<file path="config.mk">
export PLATFORM = sky130hd
export DESIGN_NAME = gpio_ahb_master_flat
export DESIGN_NICKNAME = d
export VERILOG_FILES = /design/src/rtl/gpio_ahb_master_pkg.sv /design/src/rtl/gpio_ahb_master_if.sv /design/src/rtl/gpio_ahb_master.sv /design/src/flat_wrapper.sv
export SDC_FILE = /design/constraint.sdc
export NUM_CORES = 1
export LEC_CHECK = 0
export BUFFER_PORTS_ARGS = -buffer_cell sky130_fd_sc_hd__buf_2
export CAP_MARGIN = 0
export CORE_MARGIN = 2
export CORE_UTILIZATION = 35
export DETAILED_ROUTE_END_ITERATION = 8
export SLEW_MARGIN = 20
export SYNTH_ARGS = -nofsm -noshare
export SYNTH_HDL_FRONTEND = slang
export SYNTH_SLANG_ARGS = --single-unit
</file>
<file path="constraint.sdc">
create_clock -name HCLK -period 3.1 [get_ports HCLK]
set_input_delay 0.31 -clock HCLK [delete_from_list [all_inputs] [get_ports HCLK]]
set_output_delay 0.31 -clock HCLK [all_outputs]
set_load 0.1 [all_outputs]
</file>
<file path="src/rtl/gpio_ahb_master_pkg.sv">
// gpio_ahb_master_pkg: shared AHB transfer encodings, phase states and the command record.
package gpio_ahb_pkg;
    localparam int BUS_W = 32;
    localparam logic [1:0] HTRANS_IDLE   = 2'b00;
    localparam logic [1:0] HTRANS_NONSEQ = 2'b10;
    typedef enum logic {IDLE, ADDR} phase_t;
    typedef struct packed {
        logic             write;
        logic [BUS_W-1:0] addr;
        logic [BUS_W-1:0] wdata;
    } cmd_t;
endpackage

</file>
<file path="src/rtl/gpio_ahb_master_if.sv">
// gpio_ahb_master_if: AHB-Lite bus between the initiator and the GPIO subordinate.
interface gpio_ahb_master_if #(parameter int WIDTH = 16);
    logic [2*WIDTH-1:0] HADDR;
    logic [2*WIDTH-1:0] HWDATA;
    logic [2*WIDTH-1:0] HRDATA;
    logic [1:0]         HTRANS;
    logic               HWRITE;
    logic               HSEL;
    logic               HREADY;
    logic               HREADYOUT;
    modport master (output HADDR, HWDATA, HTRANS, HWRITE, HSEL, HREADY, input HREADYOUT, HRDATA);
    modport slave  (input HADDR, HWDATA, HTRANS, HWRITE, HSEL, HREADY, output HREADYOUT, HRDATA);
endinterface

</file>
<file path="src/rtl/gpio_ahb_master.sv">
// gpio_ahb_master: valid/ready commands to pipelined single-word AHB-Lite NONSEQ transfers.
// GPIO_AHB_MASTER_PARITY_EN adds PARITYSEL drive and PARITYERR reporting on rsp_err.
module gpio_ahb_master
    import gpio_ahb_pkg::*;
#(
    parameter int WIDTH = BUS_W / 2
) (
    input  logic               HCLK,
    input  logic               HRESET,
    input  logic               cmd_valid,
    output logic               cmd_ready,
    input  logic               cmd_write,
    input  logic [2*WIDTH-1:0] cmd_addr,
    input  logic [2*WIDTH-1:0] cmd_wdata,
    output logic               rsp_valid,
    output logic               rsp_write,
    output logic [2*WIDTH-1:0] rsp_rdata,
    output logic               busy,
`ifdef GPIO_AHB_MASTER_PARITY_EN
    input  logic               cfg_parity_odd,
    output logic               PARITYSEL,
    input  logic               PARITYERR,
    output logic               rsp_err,
`endif
    gpio_ahb_master_if.master  ahb
);
    phase_t state_q, state_d;
    cmd_t   cmd_q;
    logic   data_q, dwrite_q, accept, done, advance;

    assign cmd_ready  = ahb.HREADYOUT && !HRESET;
    assign accept     = cmd_valid && cmd_ready;
    assign advance    = state_q == ADDR && ahb.HREADYOUT;
    assign done       = data_q && ahb.HREADYOUT;
    assign busy       = state_q == ADDR || data_q;
    assign ahb.HREADY = ahb.HREADYOUT;
    assign ahb.HTRANS = state_q == ADDR ? HTRANS_NONSEQ : HTRANS_IDLE;
    assign ahb.HSEL   = state_q == ADDR;
    assign ahb.HADDR  = cmd_q.addr;
    assign ahb.HWRITE = cmd_q.write;

    always_comb begin
        state_d = state_q;
        state_d = accept ? ADDR : advance ? IDLE : state_q;
    end

    // Address and data slots share HREADYOUT, so a slot advancing always retires the prior data phase.
    always_ff @(posedge HCLK) begin
        if (HRESET) begin
            state_q    <= IDLE;
            cmd_q      <= '0;
            data_q     <= 1'b0;
            dwrite_q   <= 1'b0;
            ahb.HWDATA <= '0;
            rsp_valid  <= 1'b0;
            rsp_write  <= 1'b0;
            rsp_rdata  <= '0;
        end else begin
            state_q   <= state_d;
            rsp_valid <= done;
            if (accept) cmd_q <= '{write: cmd_write, addr: {cmd_addr[2*WIDTH-1:2], 2'b00}, wdata: cmd_wdata};
            if (advance) begin
                data_q     <= 1'b1;
                dwrite_q   <= cmd_q.write;
                ahb.HWDATA <= cmd_q.wdata;
            end else if (ahb.HREADYOUT) begin
                data_q <= 1'b0;
            end
            if (done) begin
                rsp_write <= dwrite_q;
                rsp_rdata <= dwrite_q ? '0 : ahb.HRDATA;
            end
        end
    end

`ifdef GPIO_AHB_MASTER_PARITY_EN
    always_ff @(posedge HCLK) begin
        if (HRESET) begin
            PARITYSEL <= 1'b0;
            rsp_err   <= 1'b0;
        end else begin
            if (accept) PARITYSEL <= cfg_parity_odd;
            rsp_err <= done && PARITYERR;
        end
    end
`endif
endmodule

</file>
<file path="src/flat_wrapper.sv">
// flat-port wrapper written by rule: the top's interface ports become plain ports
module gpio_ahb_master_flat import gpio_ahb_pkg::*;
#(
    parameter int WIDTH = BUS_W / 2
)
  (HCLK, HRESET, cmd_valid, cmd_ready, cmd_write, cmd_addr, cmd_wdata, rsp_valid, rsp_write, rsp_rdata, busy, ahb_HADDR, ahb_HWDATA, ahb_HTRANS, ahb_HWRITE, ahb_HSEL, ahb_HREADY, ahb_HREADYOUT, ahb_HRDATA);
  gpio_ahb_master_if #(.WIDTH(WIDTH)) ahb_i ();
  input  logic HCLK;
  input  logic HRESET;
  input  logic cmd_valid;
  output logic cmd_ready;
  input  logic cmd_write;
  input  logic [2*WIDTH-1:0] cmd_addr;
  input  logic [2*WIDTH-1:0] cmd_wdata;
  output logic rsp_valid;
  output logic rsp_write;
  output logic [2*WIDTH-1:0] rsp_rdata;
  output logic busy;
  output wire logic [$bits(ahb_i.HADDR)-1:0] ahb_HADDR;
  output wire logic [$bits(ahb_i.HWDATA)-1:0] ahb_HWDATA;
  output wire logic [$bits(ahb_i.HTRANS)-1:0] ahb_HTRANS;
  output wire logic [$bits(ahb_i.HWRITE)-1:0] ahb_HWRITE;
  output wire logic [$bits(ahb_i.HSEL)-1:0] ahb_HSEL;
  output wire logic [$bits(ahb_i.HREADY)-1:0] ahb_HREADY;
  input wire logic [$bits(ahb_i.HREADYOUT)-1:0] ahb_HREADYOUT;
  input wire logic [$bits(ahb_i.HRDATA)-1:0] ahb_HRDATA;
  assign ahb_HADDR = ahb_i.HADDR;
  assign ahb_HWDATA = ahb_i.HWDATA;
  assign ahb_HTRANS = ahb_i.HTRANS;
  assign ahb_HWRITE = ahb_i.HWRITE;
  assign ahb_HSEL = ahb_i.HSEL;
  assign ahb_HREADY = ahb_i.HREADY;
  assign ahb_i.HREADYOUT = ahb_HREADYOUT;
  assign ahb_i.HRDATA = ahb_HRDATA;
  gpio_ahb_master #(.WIDTH(WIDTH)) u_core (.HCLK(HCLK), .HRESET(HRESET), .cmd_valid(cmd_valid), .cmd_ready(cmd_ready), .cmd_write(cmd_write), .cmd_addr(cmd_addr), .cmd_wdata(cmd_wdata), .rsp_valid(rsp_valid), .rsp_write(rsp_write), .rsp_rdata(rsp_rdata), .busy(busy), .ahb(ahb_i));
endmodule
</file>
# ---- Yosys cells after proc, flatten, opt, wreduce, memory -nomap -nowiden
# Cells that the tools add are included.
dict set report classes {
  addsub 0
  multipliers 0
  n_div 0
  order_cmp 0
  n_eq_ne 0
  shifts 0
  mux 6
  bitwise 0
  reduce_logical 8
}
# op n
set op_table {}
lappend op_table {{$mux 32} 1}
lappend op_table {{$logic_and 1x1->1} 4}
lappend op_table {{$mux 1} 4}
lappend op_table {{$reduce_bool 2->1} 2}
lappend op_table {{$mux 2} 1}
lappend op_table {{$logic_not 1->1} 1}
lappend op_table {{$logic_or 1x1->1} 1}
dict set report word_totals {
  ff_bits 132
  latchBits 0
  ramBits 0
  rom_bits 0
  inputBits 101
  mem_count 0
}

# ---- Longest topological paths before layout
dict set report logic_depth {
  ltp_word 4
  ltp_mapped 5
  mapped_depth_nobuf 2
}

# ---- Worst setup path after synthesis
# Ideal clock, no wire load.
dict set report synth_timing {
  kind {register -> output}
  from {register u_core.state_q (netlist: u_core.ahb.HSEL)}
  to {output port busy}
  t_arrival_ps 2243
  required_ps 2790
  slack_ps 547
  path_stages_with_launch 4
  path_buffers 2
  path_cell_list {dfxtp_1 -> buf_2 -> clkbuf_1 -> or2_1}
}
dict set report synth_between {
  elab_chain_cells 1
}
# element line_no
set synth_rtl {}
lappend synth_rtl {{from (decl)} gpio_ahb_master.sv:27} ;# phase_t state_q, state_d;
lappend synth_rtl {{from (signal assigned)} gpio_ahb_master.sv:59} ;# state_q <= state_d;
lappend synth_rtl {{$logic_or 1x1->1} gpio_ahb_master.sv:35} ;# assign busy = state_q == ADDR || data_q;
lappend synth_rtl {{to (decl)} flat_wrapper.sv:18} ;# output logic busy;
# Every way passes these cells.

# ---- Worst setup path after layout
# Same ends and word-level chain as after synthesis.

==> flow_metrics.py <==
metrics = {
    "timing": {
        "min_period_ns": 2.10,
        "worst_pin_slew_ns": 0.943,
        "fin_crit_sh": 0.677,
        "hold_violations": 0,
        "drv_slew": 0,
        "clock_skew_ns": 0.00683,
        "setup_viol": 0,
        "setup_tns_ns": 0,
        "rsz0062_at_grt": "no",
        "fmax_mhz": 476,
        "slew_headroom": 0.371,
    },
    "floorplan": {
        "row_count": 48,
        "chipWidth_um": 136,
        "fp.coreArea_um2": 17200,
        "die-area_um2": 18500,
        "die_h_um": 136,
        "pin_count": 206,
        "start_util": 0.355,
    },
    "worst_setup_path": {
        "worstPathRequired_ns": 2.79,
        "critPathBufInv": 1,
        "cpPeakStageDelay_ns": 0.75,
        "critPathLaunchType": "register",
        "path_max_fanout": 34,
        "criticalPathCategory": "register to primary output",
        "cp-end-kind": "primary output",
        "path_delay_family": "flip-flops",
        "path_cells": "or2_1, buf_2",
        "crit_arrival_ns": 1.79,
        "cpMaxStageDelayCell": "dfxtp_2",
    },
    "power": {
        "p_leak_nw": 3.17,
        "powerDensity_nw_per_um2": 595,
        "ir_drop_mv": 0.366,
    },
    "grt": {
        "use_met2": 0.226,
        "grt_max_degree": 106,
        "met3_usage": 0.0548,
        "grt_pass1_wl_um": 22700,
        "busiest_layer": "met2",
        "grt_antenna_before_repair": 1,
        "met1_usage": 0.207,
        "grt_usage": 0.153,
        "grt_pass1_vias": 4363,
        "overflow": 0,
    },
    "placement": {
        "dpl.hpwl_um": 8780,
        "gp_congestion": 0.677,
        "portBuffers": 200,
        "placed_area_um2": 6800,
    },
    "final_layout": {
        "final_cell_area_um2": 7410,
        "drive_gt1_frac": 0.394,
        "nets": 858,
        "fill_cells": 1780,
        "seqCellArea_um2": 2650,
        "area_delta_synth_final_pct": 21.6,
        "multi_input_area_um2": 2760,
        "final_core_util": 0.432,
    },
    "synth": {
        "synth_mux_area_frac": 0.00328,
        "ys_types": 16,
        "synth-simple-area-share": 0.130,
        "ys_ff_latch": 132,
        "synth_xor_area_frac": 0,
        "yosysWarnings": 0,
        "synthAdderAreaFrac": 0,
        "synthesis.area_um2": 6100,
        "yosysSeqAreaShare": 0.433,
        "synth_compound_area_frac": 0.318,
        "syn_inst": 640,
        "synth_top_family_by_area": "compound AO/OA/AOI/OAI gates",
        "syn_avg_cell_area_um2": 9.53,
    },
    "routing": {
        "vias_per_cell": 4.94,
        "dr_total_vias": 4923,
        "drc_errors": 0,
        "routed_wl_um": 14400,
        "drt_iter0_markers": 294,
        "wl_per_cell_um": 14.5,
        "dr.pass1.iters": 4,
        "antenna_left": 0,
    },
    "clock_network": {
        "ctsHoldBuffers": 0,
        "cts_sinks": 132,
        "cts_max_level": 4,
        "numCtsBuffers": 17,
        "clk_latency_ns": 0.41,
        "post_cts.repair.setup_buffers": 0,
        "ctsResizeCount": 0,
        "clkTransAtPathRegs_ns": 0.06,
        "tritoncts": "built",
        "clk_path_buf_depth": 2,
        "cts_root_buffer": "clkbuf_16",
    },
    "flow_run": {
        "drv_cap": 0,
    },
    "worst_hold_path": {
        "hp-class": "input port to register",
    },
    "status": {
        "status": "finished clean",
    },
}
==> worst register-to-register path: stages (launching register included) <==
cell and delay (ns):
dfxtp_2 0.75, buf_4 0.49, a21bo_2 0.21, a21oi_1 0.05
==> layer usage <==
layer,wire (um),part of all wire
met1,6910,0.48
met2,6430,0.45
met3,861,0.060
met4,227,0.016
met5,0,0
==> power breakdown <==
group	internal, mW	switching, mW	total (mW)
clock network	1.30	0.765	2.07
logic	0.144	0.425	0.570
registers	1.75	0.0282	1.77
total	3.19	1.22	4.41
==> cells in the final DEF, fill, tap and decap left out, drive strengths merged <==
| cell | Yosys | layout |
|---|---|---|
| buf | 80 | 207 |
| dfxtp | 132 | 132 |
| a21oi | 129 | 129 |
| a21bo | 129 | 129 |
| nand3 | 97 | 97 |
| nand4b | 32 | 32 |
| clkbuf | 32 | 20 |
| clkinv | 0 | 6 |
| clkinvlp | 0 | 4 |
| nor2 | 3 | 3 |
| conb | 1 | 3 |
| bufinv | 0 | 3 |
| mux2i | 2 | 2 |
| diode | 0 | 1 |
| nor2b | 1 | 1 |
| or2 | 1 | 1 |
| nand2 | 1 | 1 |
==> synthesized netlist by cell type <==
library cell  number  share of area
a21bo_1           68           0.11
a21bo_2           61           0.10
a21oi_1          129           0.11
buf_2             26          0.021
buf_4             42          0.052
buf_6             12          0.022
clkbuf_1          32          0.020
conb_1             1        0.00062
dfxtp_1          132           0.43
mux2i_1            2         0.0033
nand2_1            1        0.00062
nand3_1           97          0.080
nand4b_1          32          0.046
nor2_1             3         0.0018
nor2b_1            1         0.0010
or2_1              1         0.0010
==> sequential cells by signal, indices dropped and copies added, names as in the netlist <==
register / flops
u_core.ahb.HWDATA: 32
u_core.cmd_q: 32
u_core.rsp_rdata: 32
u_core.ahb.HADDR: 30
u_core.ahb.HSEL: 1
u_core.ahb.HWRITE: 1
u_core.data_q: 1
u_core.dwrite_q: 1
u_core.rsp_valid: 1
u_core.rsp_write: 1
==> final cells by class <==
| cell class | count | area share |
|---|---|---|
| diodes | 1 | 0.000338 |
| clock inverters | 13 | 0.0213 |
| clock buffers | 19 | 0.0611 |
| multi-input cells | 398 | 0.372 |
| well taps | 225 | 0.0380 |
| flip-flops and latches | 132 | 0.357 |
| repair buffers | 208 | 0.150 |
==> through the flow <==
step | hold WS, ns | std cells | total power, mW | setup slack (ns)
floorplan | 0.438 | 642 | 2.30 | 0.547
global placement | 0.457 | 963 | 2.38 | 1.41
detailed placement | 0.461 | 963 | 2.38 | 1.43
CTS | 0.122 | 995 | 4.47 | 0.974
global route | 0.123 | 995 | 4.59 | 0.899
finish | 0.139 | 996 | 4.41 | 1.00
==> cell families after synthesis <==
logic type             count (synthesis)
AOI/OAI and AO/OA                    258
and+or+nand+nor                      135
DFF                                  132
buffers and inverters                112
muxes                                  2
other                                  1
==> final timing paths <==
kind | from | to | slack (ns) | cells after the start
min | cmd_wdata[27] | u_core.cmd_q[27] | 0.14 | 3
max | u_core.ahb.HSEL | busy | 1.00 | 2
max reg2reg | u_core.ahb.HSEL | u_core.ahb.HWDATA[27] | 1.47 | 3
min reg2reg | u_core.cmd_q[31] | u_core.ahb.HWDATA[31] | 0.47 | 2
Note: power is estimated with default switching activity, not from simulation.
